==> src/rtl/shift_add_multiplier.sv <==
// shift_add_multiplier: sequential unsigned shift-add multiplier built around a carry-lookahead adder
module carry_lookahead_adder #(
  parameter int WIDTH = 8
) (
  input  logic [WIDTH-1:0] i_add1,
  input  logic [WIDTH-1:0] i_add2,
  output logic [WIDTH:0]   o_result
);
  logic [WIDTH:0] w_c;
  always_comb begin
    w_c = '0;
    for (int i = 0; i < WIDTH; i++)
      w_c[i+1] = (i_add1[i] & i_add2[i]) | ((i_add1[i] | i_add2[i]) & w_c[i]);
  end
  assign o_result = {w_c[WIDTH], i_add1 ^ i_add2 ^ w_c[WIDTH-1:0]};
endmodule

module shift_add_multiplier #(
  parameter int WIDTH = 8
) (
  input  logic               clk,
  input  logic               rst_n,
  input  logic               start,
  input  logic [WIDTH-1:0]   a,
  input  logic [WIDTH-1:0]   b,
  output logic               busy,
  output logic               done,
  output logic [2*WIDTH-1:0] product
);
  localparam int CW = $clog2(WIDTH + 1);
  typedef enum logic [1:0] {IDLE, CALC, DONE} state_t;
  state_t             state_q;
  logic [WIDTH-1:0]   mcand_q, acc_hi_q, acc_lo_q, add2;
  logic [CW-1:0]      count_q;
  logic               busy_q, done_q;
  logic [2*WIDTH-1:0] product_q, acc_d;
  logic [WIDTH:0]     sum;
  assign add2 = acc_lo_q[0] ? mcand_q : '0;
  carry_lookahead_adder #(.WIDTH(WIDTH)) u_add (
    .i_add1  (acc_hi_q),
    .i_add2  (add2),
    .o_result(sum)
  );
  // carry-out lands in the top bit, so no partial product is ever lost
  assign acc_d = {sum, acc_lo_q[WIDTH-1:1]};
  always_ff @(posedge clk or negedge rst_n) begin
    if (!rst_n) begin
      state_q   <= IDLE;
      mcand_q   <= '0;
      acc_hi_q  <= '0;
      acc_lo_q  <= '0;
      count_q   <= '0;
      busy_q    <= 1'b0;
      done_q    <= 1'b0;
      product_q <= '0;
    end else if (state_q == IDLE) begin
      if (start) begin
        mcand_q  <= a;
        acc_hi_q <= '0;
        acc_lo_q <= b;
        count_q  <= '0;
        busy_q   <= 1'b1;
        state_q  <= CALC;
      end
    end else if (state_q == CALC) begin
      {acc_hi_q, acc_lo_q} <= acc_d;
      count_q <= count_q + CW'(1);
      if (count_q == CW'(WIDTH - 1)) begin
        product_q <= acc_d;
        busy_q    <= 1'b0;
        done_q    <= 1'b1;
        state_q   <= DONE;
      end
    end else begin
      done_q  <= 1'b0;
      state_q <= IDLE;
    end
  end
  assign busy    = busy_q;
  assign done    = done_q;
  assign product = product_q;
endmodule
==> config.mk <==
export PLATFORM = sky130hd
export DESIGN_NAME = shift_add_multiplier
export DESIGN_NICKNAME = d
export VERILOG_FILES = /design/src/rtl/shift_add_multiplier.sv
export SDC_FILE = /design/constraint.sdc
export NUM_CORES = 1
export LEC_CHECK = 0
export ABC_AREA = 1
export ABC_CLOCK_PERIOD_IN_PS = 5050
export CAP_MARGIN = 20
export CELL_PAD_IN_SITES_DETAIL_PLACEMENT = 1
export CELL_PAD_IN_SITES_GLOBAL_PLACEMENT = 1
export CORE_MARGIN = 2
export CORE_UTILIZATION = 24
export CTS_CLUSTER_SIZE = 12
export DETAILED_ROUTE_END_ITERATION = 10
export PLACE_DENSITY = 0.61
export SLEW_MARGIN = 20
export SYNTH_ARGS = -nofsm -noshare
export SYNTH_HDL_FRONTEND = slang
export SYNTH_SLANG_ARGS = --single-unit
==> constraint.sdc <==
create_clock -name clk -period 5.05 [get_ports clk]
set_input_delay 1.01 -clock clk [delete_from_list [all_inputs] [get_ports clk]]
set_output_delay 1.01 -clock clk [all_outputs]
set_load 0.005 [all_outputs]
==> flow_results.xml, run 1 <==
<?xml version="1.0" encoding="UTF-8"?>
<metrics>
  <group name="floorplanning">
    <metric name="effective_utilization_at_floorplan" unit="%">24.3</metric>
    <metric name="core_area" unit="mm2">0.00911</metric>
    <metric name="chipWidth" unit="um">100</metric>
    <metric name="dieArea" unit="mm2">0.0100</metric>
    <metric name="io_pins" unit="">37</metric>
    <metric name="die_h" unit="um">100</metric>
    <metric name="placement_rows" unit="">35</metric>
  </group>
  <group name="setup_path">
    <metric name="critical_path.startpoint_type" unit="">register</metric>
    <metric name="r2r_setup_slack" unit="ps">1440</metric>
    <metric name="r2r_cells" unit="">18</metric>
    <metric name="worst-path-max-fanout" unit="">9</metric>
    <metric name="cp.arrival" unit="ps">3810</metric>
    <metric name="critPathRequiredTime" unit="ps">5250</metric>
    <metric name="end_kind" unit="">register</metric>
    <metric name="crit_type" unit="">reg2reg</metric>
  </group>
  <group name="worst_hold_path">
    <metric name="timing.hold.worst.class" unit="">reg2reg</metric>
    <metric name="holdPathStages" unit="">2</metric>
  </group>
  <group name="layout">
    <metric name="finish.net_count" unit="">328</metric>
    <metric name="area_taken_by_flip_flops_and_latches" unit="mm2">0.00120</metric>
    <metric name="multiInputGateArea" unit="um2">880</metric>
    <metric name="area_added_between_synthesis_and_finish" unit="%">24.7</metric>
    <metric name="mostFrequentLayoutCell" unit="">sky130_fd_sc_hd__nand2_1</metric>
    <metric name="fill_cells" unit="">1092</metric>
    <metric name="final-instance-count-excl-fill" unit="">412</metric>
    <metric name="n_diodes" unit="">0</metric>
    <metric name="proportion_of_layout_cells_with_a_drive_suffix_above_1" unit="%">5.32</metric>
    <metric name="most_frequent_cells_in_the_layout" unit="">143 x sky130_fd_sc_hd__nand2_1, 48 x sky130_fd_sc_hd__dfrtp_1, 35 x sky130_fd_sc_hd__clkdlybuf4s50_1</metric>
  </group>
  <group name="routing">
    <metric name="wire_per_inst" unit="um">12.8</metric>
    <metric name="first_iter_violations" unit="">54</metric>
    <metric name="post_drt_via_cell_ratio" unit="">4.18</metric>
    <metric name="detailroute.via_count" unit="">1721</metric>
    <metric name="maxUsedRoutingLayer" unit="">met4</metric>
    <metric name="first_pass_iters" unit="">4</metric>
    <metric name="drc_errors" unit="">0</metric>
    <metric name="detailroute.wirelength.met3" unit="um">87</metric>
    <metric name="wl_met2" unit="mm">2.51</metric>
    <metric name="route.layer.met1.wl" unit="mm">2.60</metric>
    <metric name="ant_nets" unit="">0</metric>
    <metric name="totalWireLength" unit="mm">5.28</metric>
  </group>
  <group name="yosys">
    <metric name="mappedNetlistNets" unit="">291</metric>
    <metric name="avgSynthCellArea" unit="um2">8.42</metric>
    <metric name="post_synth_instance_area" unit="mm2">0.00221</metric>
    <metric name="yosys_register_bits" unit="">48</metric>
    <metric name="synth.lib_cells_used.distinct" unit="">20</metric>
    <metric name="syn_inst" unit="">263</metric>
    <metric name="synth.yosys.seq_area_share" unit="%">54.2</metric>
    <metric name="yosys_warnings" unit="">0</metric>
  </group>
  <group name="power_and_ir_drop">
    <metric name="power_density" unit="mW/mm2">544</metric>
    <metric name="totalPowerFinal" unit="mW">1.50</metric>
    <metric name="total_leakage_power" unit="nW">1.42</metric>
    <metric name="ir_drop" unit="V">0.000154</metric>
  </group>
  <group name="grt">
    <metric name="grt_pass1_vias" unit="">1831</metric>
    <metric name="grt.overflow.total" unit="">0</metric>
    <metric name="grt_util_all_layers" unit="%">11.6</metric>
    <metric name="grt_antenna_before_repair" unit="">0</metric>
    <metric name="grt_first_pass_wirelength" unit="mm">9.08</metric>
    <metric name="maximum_number_of_pins_on_one_net_before_global_route_repair" unit="">49</metric>
  </group>
  <group name="placed_design">
    <metric name="port_buffers" unit="">36</metric>
    <metric name="gp_congestion" unit="">0.719</metric>
    <metric name="placedCellCount" unit="">404</metric>
    <metric name="post-dp-hpwl" unit="mm">3.74</metric>
    <metric name="post-place-ws" unit="ps">1470</metric>
  </group>
  <group name="sta">
    <metric name="max_slew_violation_count" unit="">0</metric>
    <metric name="finalSetupViolations" unit="">0</metric>
    <metric name="unrepaired_setup_endpoints_after_global_routing" unit="">false</metric>
    <metric name="fmaxAchievable" unit="MHz">277</metric>
    <metric name="layout_min_cycle_time" unit="ps">3610</metric>
    <metric name="report.final.hold_viol_count" unit="">0</metric>
    <metric name="skew" unit="ps">9.09</metric>
    <metric name="slew-limit-headroom" unit="%">44.7</metric>
    <metric name="totalNegativeSetupSlack" unit="ps">0</metric>
    <metric name="final_clock_period_utilization_by_the_worst_path" unit="%">71.5</metric>
    <metric name="fin_ws" unit="ps">1440</metric>
    <metric name="worst_hold_slack_after_final_layout" unit="ps">482</metric>
    <metric name="tightestPinTransition" unit="ps">830</metric>
  </group>
  <group name="run">
    <metric name="cap_viol_max_count" unit="">0</metric>
  </group>
  <group name="clocking">
    <metric name="tritoncts" unit="">done</metric>
    <metric name="worst_skew_pair.late_latency" unit="ps">300</metric>
    <metric name="cts.reportedPaths.clkPinSlew" unit="ps">80</metric>
    <metric name="post_cts_resize_count" unit="">0</metric>
    <metric name="clockBufferDepth" unit="">2</metric>
    <metric name="cts-root-buf" unit="">sky130_fd_sc_hd__clkbuf_8</metric>
    <metric name="count_of_buffers_added_by_post_cts_timing_repair_for_setup" unit="">0</metric>
    <metric name="cts_sink_count" unit="">48</metric>
    <metric name="num_cts_buffers" unit="">5</metric>
    <metric name="cts_hold_buf" unit="">0</metric>
    <metric name="htree_num_levels" unit="">2</metric>
  </group>
  <group name="run_status">
    <metric name="outcome" unit="">finished clean</metric>
  </group>
</metrics>
final timing paths:
kind	startpoint	endpoint
setup reg to reg	acc_lo_q[0]	product[14]
min in group asynchronous	rst_n	product[2]
max in group asynchronous	rst_n	mcand_q[4]
hold reg to reg	product[6]	product[6]
setup / recovery	acc_lo_q[0]	product[14]
hold / removal	product[6]	product[6]
metal layers:
layer	vias to the layer above	global-route usage (%)
li1	864	-
met1	827	16.0
met2	25	18.7
met3	5	1.88
met4	0	3.79
met5	-	0
registers in the layout, summed over array words and instances (netlist names):
| signal | cells |
|---|---|
| mcand_q | 8 |
| done | 1 |
| busy | 1 |
| state_q | 2 |
| count_q | 4 |
| product | 16 |
| acc_lo_q | 8 |
| acc_hi_q | 8 |
synth_stat cells (all sizes together):
cell,n,area [um2]
nand4,1,6.26
fa,7,140
a21oi,2,10.0
clkbuf,2,7.51
o21ai,11,58.8
ha,2,25.0
buf,5,36.3
dfrtp,48,1200
nand2,145,549
nand3,10,50.1
nor2,6,40.0
inv,24,90.1
cell families after synthesis:
logic type      after synthesis  synth area share (%)
flops                        48                  54.2
simple gates                162                  29.2
fa+ha+maj                     9                  7.46
buf+inv                      31                  6.05
compound gates               13                  3.11
critical path: stages, from the launching register on:
cell and delay, ps:
sky130_fd_sc_hd__dfrtp_1 480, sky130_fd_sc_hd__nand2_1 80, sky130_fd_sc_hd__inv_1 50, sky130_fd_sc_hd__ha_1 130
sky130_fd_sc_hd__inv_1 50, sky130_fd_sc_hd__fa_1 350, sky130_fd_sc_hd__inv_1 70, sky130_fd_sc_hd__fa_1 160
sky130_fd_sc_hd__inv_1 50, sky130_fd_sc_hd__fa_1 380, sky130_fd_sc_hd__fa_1 400, sky130_fd_sc_hd__fa_1 390
sky130_fd_sc_hd__inv_1 80, sky130_fd_sc_hd__fa_1 160, sky130_fd_sc_hd__inv_1 50, sky130_fd_sc_hd__fa_1 490
sky130_fd_sc_hd__inv_1 40, sky130_fd_sc_hd__nand2_1 50, sky130_fd_sc_hd__nand2_1 40
metrics by stage:
stage | util (%) | area, um2
5_1_grt | 30.3 | 2760
6_report | 30.3 | 2760
2_1_floorplan | - | 2210
4_1_cts | 30.3 | 2760
3_5_place_dp | 29.3 | 2670
3_3_place_gp | 29.3 | 2670
final cells by class:
class                           instances  area share (%)
Multi-Input combinational cell        184            31.8
Timing Repair Buffer                   37            13.1
Inverter                               24            3.26
Clock buffer                            8            3.26
Sequential cell                        48            43.5
Tap cell                              111            5.03
power by group:
| group | leakage [nW] | switching, mW | internal [mW] |
|---|---|---|---|
| Combinational | 0.767 | 0.347 | 0.265 |
| Clock | 0.0455 | 0.126 | 0.112 |
| Sequential | 0.608 | 0.109 | 0.545 |
| Total | 1.42 | 0.582 | 0.922 |
Note: power is estimated with default switching activity, not from simulation.
==> run 2: changes to the inputs <==
--- a/config.mk
+++ b/config.mk
@@ -6,7 +6,7 @@
 export NUM_CORES = 1
 export LEC_CHECK = 0
 export ABC_AREA = 1
-export ABC_CLOCK_PERIOD_IN_PS = 5050
+export ABC_CLOCK_PERIOD_IN_PS = 3200
 export CAP_MARGIN = 20
 export CELL_PAD_IN_SITES_DETAIL_PLACEMENT = 1
 export CELL_PAD_IN_SITES_GLOBAL_PLACEMENT = 1
@@ -14,7 +14,7 @@
 export CORE_UTILIZATION = 24
 export CTS_CLUSTER_SIZE = 12
 export DETAILED_ROUTE_END_ITERATION = 10
-export PLACE_DENSITY = 0.61
+export PLACE_DENSITY = 0.63
 export SLEW_MARGIN = 20
 export SYNTH_ARGS = -nofsm -noshare
 export SYNTH_HDL_FRONTEND = slang
==> constraint.sdc (replaced) <==
create_clock -name clk -period 3.2 [get_ports clk]
set_input_delay 0.64 -clock clk [delete_from_list [all_inputs] [get_ports clk]]
set_output_delay 0.64 -clock clk [all_outputs]
set_load 0.005 [all_outputs]
==> flow_results.xml, run 2 (synthesis results as in run 1) <==
<?xml version="1.0" encoding="UTF-8"?>
<metrics>
  <group name="routing">
    <metric name="first_iter_violations" unit="">71</metric>
    <metric name="detailroute.via_count" unit="">1733</metric>
    <metric name="ant_nets" unit="">0</metric>
    <metric name="first_pass_iters" unit="">4</metric>
    <metric name="post_drt_via_cell_ratio" unit="">4.15</metric>
    <metric name="wire_per_inst" unit="um">12.6</metric>
    <metric name="totalWireLength" unit="mm">5.27</metric>
    <metric name="drc_errors" unit="">0</metric>
  </group>
  <group name="setup_path">
    <metric name="timing.critical_path.slowest_cell_delay" unit="ps">490</metric>
    <metric name="cp.arrival" unit="ps">3460</metric>
    <metric name="end_kind" unit="">register</metric>
    <metric name="crit_path_cell_trace" unit="">nand2_1 &gt; inv_1 &gt; ha_1 &gt; inv_1 &gt; fa_2 &gt; inv_2 &gt; fa_1 &gt; inv_1 &gt; fa_2 &gt; fa_2 &gt; fa_2 &gt; inv_2 &gt; fa_1 &gt; inv_1 &gt; fa_1 &gt; inv_1 &gt; nand2_1 &gt; nand2_1</metric>
    <metric name="crit_type" unit="">reg2reg</metric>
    <metric name="worst-path-max-fanout" unit="">2</metric>
    <metric name="highest_delay_cell_along_the_critical_path" unit="">sky130_fd_sc_hd__fa_1</metric>
    <metric name="cpMostUsedCell" unit="">sky130_fd_sc_hd__inv_1</metric>
    <metric name="critical_path.startpoint_type" unit="">register</metric>
    <metric name="critPathRequiredTime" unit="ps">3400</metric>
  </group>
  <group name="sta">
    <metric name="totalNegativeSetupSlack" unit="ps">-53.3</metric>
    <metric name="final_clock_period_utilization_by_the_worst_path" unit="%">102</metric>
    <metric name="layout_min_cycle_time" unit="ps">3250</metric>
    <metric name="unrepaired_setup_endpoints_after_global_routing" unit="">true</metric>
    <metric name="max_slew_violation_count" unit="">0</metric>
    <metric name="tightestPinTransition" unit="ps">608</metric>
    <metric name="skew" unit="ps">6.18</metric>
    <metric name="slew-limit-headroom" unit="%">59.4</metric>
    <metric name="fmaxAchievable" unit="MHz">307</metric>
    <metric name="report.final.hold_viol_count" unit="">0</metric>
    <metric name="finalSetupViolations" unit="">1</metric>
    <metric name="fin_ws" unit="ps">-53.3</metric>
    <metric name="worst_hold_slack_after_final_layout" unit="ps">428</metric>
  </group>
  <group name="placed_design">
    <metric name="dpl_cell_area" unit="mm2">0.00272</metric>
    <metric name="port_buffers" unit="">36</metric>
    <metric name="post-dp-hpwl" unit="mm">3.81</metric>
    <metric name="gp_congestion" unit="">0.690</metric>
  </group>
  <group name="grt">
    <metric name="maximum_number_of_pins_on_one_net_before_global_route_repair" unit="">49</metric>
    <metric name="grt_antenna_before_repair" unit="">0</metric>
    <metric name="grt_util_all_layers" unit="%">11.7</metric>
    <metric name="grt_pass1_vias" unit="">1917</metric>
    <metric name="grt.overflow.total" unit="">0</metric>
    <metric name="grt_first_pass_wirelength" unit="mm">9.21</metric>
  </group>
  <group name="layout">
    <metric name="largest_reg_flops" unit="">16</metric>
    <metric name="n_diodes" unit="">0</metric>
    <metric name="finish.net_count" unit="">334</metric>
    <metric name="area_added_between_synthesis_and_finish" unit="%">27.2</metric>
    <metric name="most_frequent_cells_in_the_layout" unit="">143 x sky130_fd_sc_hd__nand2_1, 48 x sky130_fd_sc_hd__dfrtp_1, 35 x sky130_fd_sc_hd__clkdlybuf4s50_1</metric>
    <metric name="layout.cell_area.non_filler" unit="mm2">0.00282</metric>
    <metric name="utilization" unit="%">30.9</metric>
    <metric name="mostFrequentLayoutCell" unit="">sky130_fd_sc_hd__nand2_1</metric>
    <metric name="fill_cells" unit="">1111</metric>
    <metric name="proportion_of_layout_cells_with_a_drive_suffix_above_1" unit="%">9.12</metric>
  </group>
  <group name="power_and_ir_drop">
    <metric name="power.share.switching" unit="%">38.5</metric>
    <metric name="power_density" unit="mW/mm2">862</metric>
    <metric name="total_leakage_power" unit="nW">1.45</metric>
    <metric name="p_seq_share" unit="%">42.1</metric>
    <metric name="p_int" unit="mW">1.49</metric>
    <metric name="pwr-share-comb" unit="%">42.4</metric>
    <metric name="totalPowerFinal" unit="mW">2.43</metric>
    <metric name="pwr-share-clk" unit="%">15.6</metric>
    <metric name="p_switching" unit="uW">934</metric>
    <metric name="ir_drop" unit="V">0.000192</metric>
  </group>
  <group name="clocking">
    <metric name="cts-root-buf" unit="">sky130_fd_sc_hd__clkbuf_8</metric>
    <metric name="tritoncts" unit="">done</metric>
    <metric name="cts_hold_buf" unit="">0</metric>
    <metric name="htree_num_levels" unit="">2</metric>
    <metric name="clockBufferDepth" unit="">2</metric>
    <metric name="cts.reportedPaths.clkPinSlew" unit="ps">90</metric>
    <metric name="worst_skew_pair.late_latency" unit="ps">300</metric>
    <metric name="cts_sink_count" unit="">48</metric>
    <metric name="num_cts_buffers" unit="">5</metric>
  </group>
  <group name="floorplanning">
    <metric name="placement_rows" unit="">35</metric>
    <metric name="chipWidth" unit="um">100</metric>
    <metric name="effective_utilization_at_floorplan" unit="%">24.3</metric>
    <metric name="core_area" unit="mm2">0.00911</metric>
    <metric name="dieArea" unit="mm2">0.0100</metric>
    <metric name="die_h" unit="um">100</metric>
    <metric name="io_pins" unit="">37</metric>
  </group>
  <group name="worst_hold_path">
    <metric name="timing.hold.worst.class" unit="">in2async</metric>
  </group>
  <group name="run_status">
    <metric name="failed_checks" unit="">setup timing</metric>
    <metric name="outcome" unit="">finished, violations left</metric>
  </group>
  <group name="run">
    <metric name="cap_viol_max_count" unit="">0</metric>
  </group>
</metrics>
[run 2: routing by layer]
| layer | share of wire, % | track usage (%) |
|---|---|---|
| met1 | 49 | 15.3 |
| met2 | 46 | 19.5 |
| met3 | 2.7 | 1.95 |
| met4 | 1.7 | 4.43 |
| met5 | 0 | 0 |
[run 2: power groups by stage]
stage	Combinational [mW]	Sequential, mW	Clock [mW]
finish	1.03	1.02	0.378
global route	1.19	1.06	0.418
CTS	1.06	1.03	0.397
detailed placement	1.04	1.04	0
global placement	1.02	1.03	0
floorplan	0.623	1.01	0
[run 2: final cells by class]
| cell class | instances | area (um2) | area share, % |
|---|---|---|---|
| clock buffer | 8 | 90.1 | 3.20 |
| inverter | 24 | 90.1 | 3.20 |
| tap | 111 | 139 | 4.93 |
| timing repair buffer | 43 | 408 | 14.5 |
| multi-input combinational | 184 | 890 | 31.6 |
| sequential | 48 | 1200 | 42.6 |
[run 2: metrics by stage]
step | setup WS, ps | instances
finish | -53.3 | 418
global route | -271 | 418
CTS | -54.0 | 418
detailed placement | -99.9 | 409
floorplan | -61.7 | 263
global placement | -36.6 | 409
[run 2: worst max-delay path, delay by kind of cell (launching register included)]
| family | cells | cell delay (ps) |
|---|---|---|
| flops | 1 | 370 |
| simple gates | 3 | 150 |
| buf+inv | 7 | 360 |
| fa+ha+maj | 8 | 2270 |
[run 2: path summary, 6_finish.rpt]
check                                 from          end  slack [ps]  cells after the start
worst max register to register  mcand_q[0]  product[14]         -50                     18
min in group clk                mcand_q[4]   mcand_q[4]         480                      2
worst max-delay path            mcand_q[0]  product[14]         -50                     18
worst min register to register  mcand_q[4]   mcand_q[4]         480                      2
max in group asynchronous            rst_n   state_q[0]        2360                      2
worst min-delay path                 rst_n   product[4]         430                      2
[run 2: timing repair]
item                                    in CTS  in global routing
endpoints found under the hold margin        0                  0
resized for setup                            3                  0
endpoints found under the setup margin       3                  4
gates cloned                                 0                  0
setup buffers                                1                  0
